### src/rtl/mc_ctrl_pkg.sv
// Shared types for the multi-cycle MIPS main controller:
// state encodings, opcodes, ALUOp classes and the control word.
package mc_ctrl_pkg;

    typedef enum logic [3:0] {
        S_FETCH  = 4'd0,
        S_DECODE = 4'd1,
        S_MEMADR = 4'd2,
        S_MEMRD  = 4'd3,
        S_MEMWB  = 4'd4,
        S_MEMWR  = 4'd5,
        S_EXEC   = 4'd6,
        S_ALUWB  = 4'd7,
        S_BRANCH = 4'd8,
        S_ADDIEX = 4'd9,
        S_ADDIWB = 4'd10,
        S_JUMP   = 4'd11
    } state_t;

    localparam logic [5:0] OP_RTYPE = 6'b000000;
    localparam logic [5:0] OP_LW    = 6'b100011;
    localparam logic [5:0] OP_SW    = 6'b101011;
    localparam logic [5:0] OP_BEQ   = 6'b000100;
    localparam logic [5:0] OP_ADDI  = 6'b001000;
    localparam logic [5:0] OP_J     = 6'b000010;

    localparam logic [1:0] ALU_ADD   = 2'd0;
    localparam logic [1:0] ALU_SUB   = 2'd1;
    localparam logic [1:0] ALU_FUNCT = 2'd2;

    typedef struct packed {
        logic       pc_write;
        logic       branch;
        logic       iord;
        logic       mem_read;
        logic       mem_write;
        logic       ir_write;
        logic       reg_dst;
        logic       mem_to_reg;
        logic       reg_write;
        logic       alu_src_a;
        logic [1:0] alu_src_b;
        logic [1:0] alu_op;
        logic [1:0] pc_src;
    } ctrl_t;

endpackage

### src/rtl/mc_ctrl_decode.sv
// Moore control-word decoder; only FETCH's IR/PC loads
// depend on the memory handshake.
module mc_ctrl_decode
    import mc_ctrl_pkg::*;
(
    input  state_t st,
    input  logic   rdy,
    output ctrl_t  cw
);

    always_comb begin
        cw = '0;
        unique case (st)
            S_DECODE: begin
                cw.alu_src_b = 2'd3;
                cw.alu_op    = ALU_ADD;
            end
            S_MEMADR, S_ADDIEX: begin
                cw.alu_src_a = 1'b1;
                cw.alu_src_b = 2'd2;
                cw.alu_op    = ALU_ADD;
            end
            S_MEMRD: begin
                cw.mem_read = 1'b1;
                cw.iord     = 1'b1;
            end
            S_MEMWB: begin
                cw.reg_write  = 1'b1;
                cw.mem_to_reg = 1'b1;
            end
            S_MEMWR: begin
                cw.mem_write = 1'b1;
                cw.iord      = 1'b1;
            end
            S_EXEC: begin
                cw.alu_src_a = 1'b1;
                cw.alu_op    = ALU_FUNCT;
            end
            S_ALUWB: begin
                cw.reg_write = 1'b1;
                cw.reg_dst   = 1'b1;
            end
            S_BRANCH: begin
                cw.alu_src_a = 1'b1;
                cw.alu_op    = ALU_SUB;
                cw.branch    = 1'b1;
                cw.pc_src    = 2'd1;
            end
            S_ADDIWB: cw.reg_write = 1'b1;
            S_JUMP: begin
                cw.pc_write = 1'b1;
                cw.pc_src   = 2'd2;
            end
            // FETCH, and the unused encodings that alias to it
            default: begin
                cw.mem_read  = 1'b1;
                cw.alu_src_b = 2'd1;
                cw.alu_op    = ALU_ADD;
                cw.ir_write  = rdy;
                cw.pc_write  = rdy;
            end
        endcase
    end

endmodule

### src/rtl/multicycle_control.sv
// Multi-cycle MIPS main controller: state/opcode registers,
// next-state logic and reset gating around the decoder.
module multicycle_control
    import mc_ctrl_pkg::*;
#(
    parameter int ALUOP_W  = 3,
    parameter bit MEM_WAIT = 1'b1
) (
    input  logic               clk,
    input  logic               rst,
    input  logic [5:0]         opcode,
    input  logic               mem_ready,
    output logic               pc_write,
    output logic               branch,
    output logic               iord,
    output logic               mem_read,
    output logic               mem_write,
    output logic               ir_write,
    output logic               reg_dst,
    output logic               mem_to_reg,
    output logic               reg_write,
    output logic               alu_src_a,
    output logic [1:0]         alu_src_b,
    output logic [ALUOP_W-1:0] alu_op,
    output logic [1:0]         pc_src,
    output logic               illegal,
    output logic [3:0]         state
);

    state_t     st_q, st_d;
    logic [5:0] op_q;
    logic       rdy;
    ctrl_t      cw;

    assign rdy   = MEM_WAIT ? mem_ready : 1'b1;
    assign state = st_q;

    always_ff @(posedge clk or posedge rst) begin
        if (rst) st_q <= S_FETCH;
        else     st_q <= st_d;
    end

    always_ff @(posedge clk or posedge rst) begin
        if (rst)                   op_q <= '0;
        else if (st_q == S_DECODE) op_q <= opcode;
    end

    always_comb begin
        st_d = S_FETCH;
        unique case (st_q)
            S_FETCH: st_d = rdy ? S_DECODE : S_FETCH;
            S_DECODE: begin
                unique case (opcode)
                    OP_RTYPE:     st_d = S_EXEC;
                    OP_LW, OP_SW: st_d = S_MEMADR;
                    OP_BEQ:       st_d = S_BRANCH;
                    OP_ADDI:      st_d = S_ADDIEX;
                    OP_J:         st_d = S_JUMP;
                    default:      st_d = S_FETCH;
                endcase
            end
            S_MEMADR: begin
                if (op_q == OP_LW)      st_d = S_MEMRD;
                else if (op_q == OP_SW) st_d = S_MEMWR;
            end
            S_MEMRD:  st_d = rdy ? S_MEMWB : S_MEMRD;
            S_MEMWR:  st_d = rdy ? S_FETCH : S_MEMWR;
            S_EXEC:   st_d = S_ALUWB;
            S_ADDIEX: st_d = S_ADDIWB;
            default:  st_d = S_FETCH;
        endcase
    end

    mc_ctrl_decode u_decode (
        .st  (st_q),
        .rdy (rdy),
        .cw  (cw)
    );

    // Reset gates every output so no write escapes an aborted instruction.
    always_comb begin
        pc_write   = 1'b0;
        branch     = 1'b0;
        iord       = 1'b0;
        mem_read   = 1'b0;
        mem_write  = 1'b0;
        ir_write   = 1'b0;
        reg_dst    = 1'b0;
        mem_to_reg = 1'b0;
        reg_write  = 1'b0;
        alu_src_a  = 1'b0;
        alu_src_b  = 2'd0;
        alu_op     = '0;
        pc_src     = 2'd0;
        illegal    = 1'b0;
        if (!rst) begin
            pc_write   = cw.pc_write;
            branch     = cw.branch;
            iord       = cw.iord;
            mem_read   = cw.mem_read;
            mem_write  = cw.mem_write;
            ir_write   = cw.ir_write;
            reg_dst    = cw.reg_dst;
            mem_to_reg = cw.mem_to_reg;
            reg_write  = cw.reg_write;
            alu_src_a  = cw.alu_src_a;
            alu_src_b  = cw.alu_src_b;
            alu_op     = ALUOP_W'(cw.alu_op);
            pc_src     = cw.pc_src;
            illegal    = (st_q == S_DECODE) && (st_d == S_FETCH);
        end
    end

endmodule

### config.mk
export PLATFORM = sky130hd
export DESIGN_NAME = multicycle_control
export DESIGN_NICKNAME = d
export VERILOG_FILES = /design/src/rtl/mc_ctrl_pkg.sv /design/src/rtl/mc_ctrl_decode.sv /design/src/rtl/multicycle_control.sv
export SDC_FILE = /design/constraint.sdc
export NUM_CORES = 1
export LEC_CHECK = 0
export CAP_MARGIN = 10
export CORE_MARGIN = 4
export CORE_UTILIZATION = 25
export DETAILED_ROUTE_END_ITERATION = 10
export PLACE_DENSITY = 0.46
export SLEW_MARGIN = 20
export SYNTH_ARGS = -nofsm -noshare
export SYNTH_HDL_FRONTEND = slang
export SYNTH_HIERARCHICAL = 1
export SYNTH_SLANG_ARGS = --single-unit
### constraint.sdc
create_clock -name clk -period 2.7 [get_ports clk]
set_clock_uncertainty 0.1 [all_clocks]
set_input_delay 0.405 -clock clk [delete_from_list [all_inputs] [get_ports clk]]
set_output_delay 0.405 -clock clk [all_outputs]
set_load 0.02 [all_outputs]
### Yosys cells after proc, flatten, opt, wreduce, memory -nomap -nowiden

Cells that the tools add are included.
Widths: inputs -> output; s select.

| storage, ports and cells | value |
|---|---|
| output and inout bits | 22 |
| logic and storage cells | 67 |
| flip-flop bits (word level) | 10 |

| operators by class | value |
|---|---|
| muxes and demuxes | 34 |
| eq/ne operators | 18 |
| reduce and logical (&&, ||, !) cells | 13 |

Operator list:

| cell | count |
|---|---|
| $pmux 4 s7 | 1 |
| $eq 6x6->1 const B | 4 |
| $mux 1 | 21 |
| $pmux 4 s5 | 1 |
| $reduce_or 10->1 | 2 |
| $eq 4x3->1 const B | 4 |
| $eq 4x4->1 const B | 4 |
| $mux 3 | 4 |
| $reduce_or 11->1 | 1 |
| $eq 4x2->1 const B | 2 |
| $logic_not 4->1 | 2 |
| $pmux 2 s2 | 2 |
| $reduce_or 8->1 | 1 |
| $eq 6x2->1 const B | 1 |
| $eq 6x3->1 const B | 1 |
| $eq 6x4->1 const B | 1 |
| $logic_not 6->1 | 1 |
| $mux 2 | 3 |
| $pmux 2 s3 | 1 |
| $reduce_or 2->1 | 3 |
| $eq 4x1->1 const B | 1 |
| $reduce_or 4->1 | 1 |
| $reduce_or 3->1 | 1 |
| $pmux 1 s2 | 1 |
| $logic_and 1x1->1 | 1 |

### Longest topological paths before layout

| depth | value |
|---|---|
| depth after elaboration | 7 |
| gate-level depth with buffers | 5 |
| depth with buffers taken out | 4 |

### Modules after synthesis

The synthesis kept the hierarchy.

By module, submodules not included:

| module | times used | sequential area each (µm²) | area an instance (µm²) | cells an instance |
|---|---|---|---|---|
| multicycle_control | 1 | 250.2 | 709.4 | 76 |
| mc_ctrl_decode | 1 | 0.0 | 244.0 | 35 |

### Least setup slack after synthesis

Ideal clock, no wire load.

| path | value |
|---|---|
| path type | register to output |
| start | register st_q[2], in the netlist state[2] |
| end | output port illegal |
| cell stages (with the launch flop) | 6 |
| buffers on the path | 1 |
| data arrival time | 1794 ps |
| setup slack | 401 ps |
| path through | dfrtp_1 buf_6 nor4b_4 nand3b_2 or3_1 and4_1 |

| between the ends | value |
|---|---|
| word-level cells in the longest chain between the ends | 5 |
| elaborated cells on any way between the ends | 11 |
| classes of those cells | eq/ne: 6; mux: 2; reduce/logical: 3 |

RTL lines:

| element | RTL line | RTL |
|---|---|---|
| from (decl) | multicycle_control.sv:30 | `state_t st_q, st_d;` |
| from (signal assigned) | multicycle_control.sv:40 | `else st_q <= st_d;` |
| $eq 4x4->1 (tied with other cells) | multicycle_control.sv:50 | `unique case (st_q)` |
| $pmux 4 s7 | multicycle_control.sv:50 |  |
| $logic_not 4->1 | multicycle_control.sv:110 | `illegal = (st_q == S_DECODE) && (st_d == S_FETCH);` |
| $logic_and 1x1->1 * | multicycle_control.sv:110 |  |
| $mux 1 * | multicycle_control.sv:96 | `if (!rst) begin` |
| to (decl) | multicycle_control.sv:26 | `output logic illegal,` |

Mark *: on every way between the ends. The rest lies on a longest branch, timed or not.

### Worst setup path in the final report

| path | value |
|---|---|
| start | input port opcode[5] |
| end | output port illegal |

| between the ends | value |
|---|---|
| word-level cells in the longest chain between the ends | 7 |
| elaborated cells on any way between the ends | 12 |
| classes of those cells | eq/ne: 5; mux: 3; reduce/logical: 4 |

RTL lines:

| element | RTL line | RTL |
|---|---|---|
| from (decl) | multicycle_control.sv:11 | `input logic [5:0] opcode,` |
| $eq 6x6->1 | multicycle_control.sv:53 | `unique case (opcode)` |
| $reduce_or 2->1 | multicycle_control.sv:53 |  |
| $pmux 4 s5 * | multicycle_control.sv:53 |  |
| $pmux 4 s7 * | multicycle_control.sv:50 |  |
| $logic_not 4->1 * | multicycle_control.sv:110 |  |
| $logic_and 1x1->1 * | multicycle_control.sv:110 |  |
| $mux 1 * | multicycle_control.sv:96 |  |

Marked as above.

==> summary.txt <==
Outcome
  • Status: finished, final reports clean

Routing
  • Metal-1 WL: roughly 1.1 mm
  • Total length of routed met3 wires: about 86 um
  • Met2 WL post-DR: 1.17 mm
  • WL per Instance: roughly 12 um
  • Uppermost layer routed: met4
  • Drt pass-1 iters: 4
  • Final ANT Viol Nets: 0
  • DR DRC count: 0
  • Routed WL: ~2.4 mm
  • Via count: 927
  • Vias per inst: around 4.6
  • Initial DRC Count: 9

Synthesis
  • Top cell type by total area after synthesis: dfrtp_1
  • FFs w/ async S/R, synth: between 90% and 100%
  • Combinational family with the most area after synthesis: simple AND/OR/NAND/NOR gates
  • Compound-Gate Fraction of Synth Area: 14.8%
  • Synth Register Bits: 10
  • Mapped Cells: 111
  • Dominant synthesized flop cell: dfrtp_1
  • Syn_nets: 120
  • XOR/XNOR share of the synthesized area: about 3.7%
  • Netlist cell types: between 40 and 50
  • Multiplexer share of the synthesized area: 5.91%
  • Average cell area after synthesis: roughly 8.6 um2
  • Register area share after synthesis: a little over a quarter
  • YS warnings: 6
  • Post-synth top cells: nor2b_1 (17), dfrtp_1 (10), inv_1 (8), o21ai_0 (7), mux2_2 (5)
  • Mapped cell area: approximately 950 um2
  • Synth top area share: a little over a quarter
  • Post-synth EDFFs: 0
  • Simple-Gate Fraction of Synth Area: between 30% and 40%
  • Synth area leaders: dfrtp_1 (26%), nor2b_1 (11%), mux2_2 (5.9%), o21ai_0 (3.7%), buf_6 (3.5%)
  • Most common cell in the netlist: nor2b_1
  • Post-Synth Adder-Cell Area: 0%

Setup path
  • CP Data Required Time: between 2 and 2.5 ns
  • Worst Path Arrival: between 2 and 2.5 ns
  • CP endpoint kind: output port
  • CP max FO: 3
  • Worst path bufs/invs: 2
  • Delay-heaviest family, CP: buffers and inverters
  • RR Startpoint: state[0]
  • CP peak stage delay: about 0.46 ns
  • WS Path Type: input port to output port
  • Crit path max-delay cell type: clkdlybuf4s50_1
  • Worst path cell trace: clkdlybuf4s50_1 -> or3_1 -> a211oi_2 -> o21ai_0 -> and4_1 -> dlygate4sd2_1
  • Kind of launch point of the worst setup path: input port
  • CP startpoint: opcode[5]

Global route
  • Pin count of the biggest net entering global routing: 17
  • GR Overflow Total: 0
  • Gr usage total: approximately a tenth
  • Initial antenna violation count: 0
  • Vias in the first global route: between 900 and 1000
  • First-pass GRT wire length: 4.27 mm

Worst hold path
  • Hold Path Class: flip-flop to flip-flop
  • Hold path startpoint: op_q[3]

Timing
  • Total negative slack: 0 ns
  • Number of failing hold endpoints at the final stage: 0
  • Post-route clock period utilization: just under 100%
  • Final Critical Period: ~2.6 ns
  • Final Max Tran Viols: 0
  • Max Clock Freq: slightly below 0.4 GHz
  • Final setup viols: 0

Die
  • Core Region: around 3700 um2
  • Die ar.: between 4000 and 5000 um2
  • # rows: 22
  • Chip Width: around 70 um
  • Die height: between 60 and 70 um
  • Top Ports: 31
  • Initial core utilization: between 20% and 30%

CTS
  • Clock Path Buffers: 2
  • Postcts setup bufs: 0
  • Clock latency on the worst-skew pair: approximately 0.24 ns
  • CTS clk-pin slew, worst paths: about 0.05 ns
  • Clock sinks: 10
  • Post-CTS Hold Fix Bufs: 0
  • Inserted Clock Buffers: 3
  • H-tree lvl count: 1
  • Root Driver: clkbuf_8
  • CTS resizes: 5
  • CTS tree: done

Power and ir drop
  • Clock network power share: 31.6%
  • Switching Share: between 20% and 30%
  • Psw: 0.000182 W
  • Power per cell area: between 400 and 500 nW/um2
  • Combinational share of power: 34.8%
  • Flop pwr share: 33.7%
  • Leakage power: just under 0.7 nW
  • Internal power: 0.000427 W
  • Peak VDD IR: 275 uV

Final layout
  • Nets: 165
  • Diodes inserted: 0
  • Cell area after layout: between 1000 and 1500 um2
  • Layout cells sized above 1: a little over a quarter
  • Syn-to-layout area delta: 52.9%

Place
  • Port bufs: 29
  • DP Wirelength: ~1.9 mm
  • Final GP Congestion: a little under 0.8
  • Placed cell area: roughly 1400 um2

Flow run
  • Max-cap viol count: 0
==> cell type report <==
cell class	count	area [um2]
Fill cell	394	2200
Multi-Input combinational cell	85	621
Timing Repair Buffer	48	440
Sequential cell	10	251
Tap cell	48	60.1
Clock buffer	4	55.1
Inverter	8	30.0
==> cell usage in the layout, fill, tap and decap left out, types with 2 or more instances in the layout <==
master	netlist	layout
mux2_2	5	5
xor2_1	2	2
clkbuf_8	0	4
xnor2_1	2	2
or2b_1	2	2
nand2_1	4	4
a21oi_1	4	4
dlymetal6s2s_1	0	5
buf_4	2	19
o211ai_1	2	2
or3_1	2	2
o221ai_1	2	2
inv_1	8	8
nor2b_1	17	17
o211ai_2	2	2
clkdlybuf4s50_1	0	20
dlygate4sd2_1	0	4
nor2_1	3	3
nor3_1	4	3
nand2b_1	4	4
nor3b_1	2	2
nand3_1	2	2
nand4b_1	2	2
dfrtp_1	10	9
o21ai_0	7	7
==> routing by layer <==
layer  vias up  GRT usage (%)
met4         0           4.47
met2        18           18.3
met5         -              0
met3         5           1.88
li1        472              -
met1       432           12.6
==> sequential cells by signal, indices dropped and copies added, names as in the netlist <==
signal  cells
state       4
op_q        6
==> per-stage QoR <==
| stage | total power, W | std cells | setup slack, ns | hold WS [ns] | utilization (%) |
|---|---|---|---|---|---|
| after floorplan | 0.000336 | 111 | 0.401 | 0.150 | - |
| after global placement | 0.000421 | 199 | -0.137 | 0.383 | 37.8 |
| after detailed placement | 0.000424 | 199 | -0.153 | 0.383 | 37.8 |
| after CTS | 0.000619 | 203 | 0.0230 | 0.389 | 39.3 |
| after global routing | 0.000652 | 203 | -0.00468 | 0.431 | 39.8 |
| final | 0.000609 | 203 | 0.0969 | 0.388 | 39.8 |
==> logic make-up after synthesis <==
| family | count (synthesis) |
|---|---|
| buf+inv | 16 |
| mux | 5 |
| simple gates | 54 |
| other cells | 1 |
| xor+xnor | 4 |
| flops | 10 |
| compound gates | 21 |
==> final timing paths <==
kind / endpoint / slack, ns / depth (start not counted)
worst max-delay path: illegal / 0.1 / 6
worst min-delay path: state[1] / 0.39 / 1
worst max register to register: state[0] / 0.95 / 5
worst min register to register: state[1] / 0.39 / 1
max in group asynchronous: state[1] / 1.89 / 3
min in group asynchronous: state[2] / 0.45 / 3
==> power by group through the flow <==
stage / clock [W] / combinational [W] / sequential, W
floorplan: 0 / 0.000129 / 0.000207
global placement: 0 / 0.000215 / 0.000206
detailed placement: 0 / 0.000217 / 0.000208
CTS: 0.000198 / 0.000216 / 0.000206
global route: 0.000205 / 0.000236 / 0.000212
finish: 0.000192 / 0.000212 / 0.000205
Note: power is estimated with default switching activity, not from simulation.
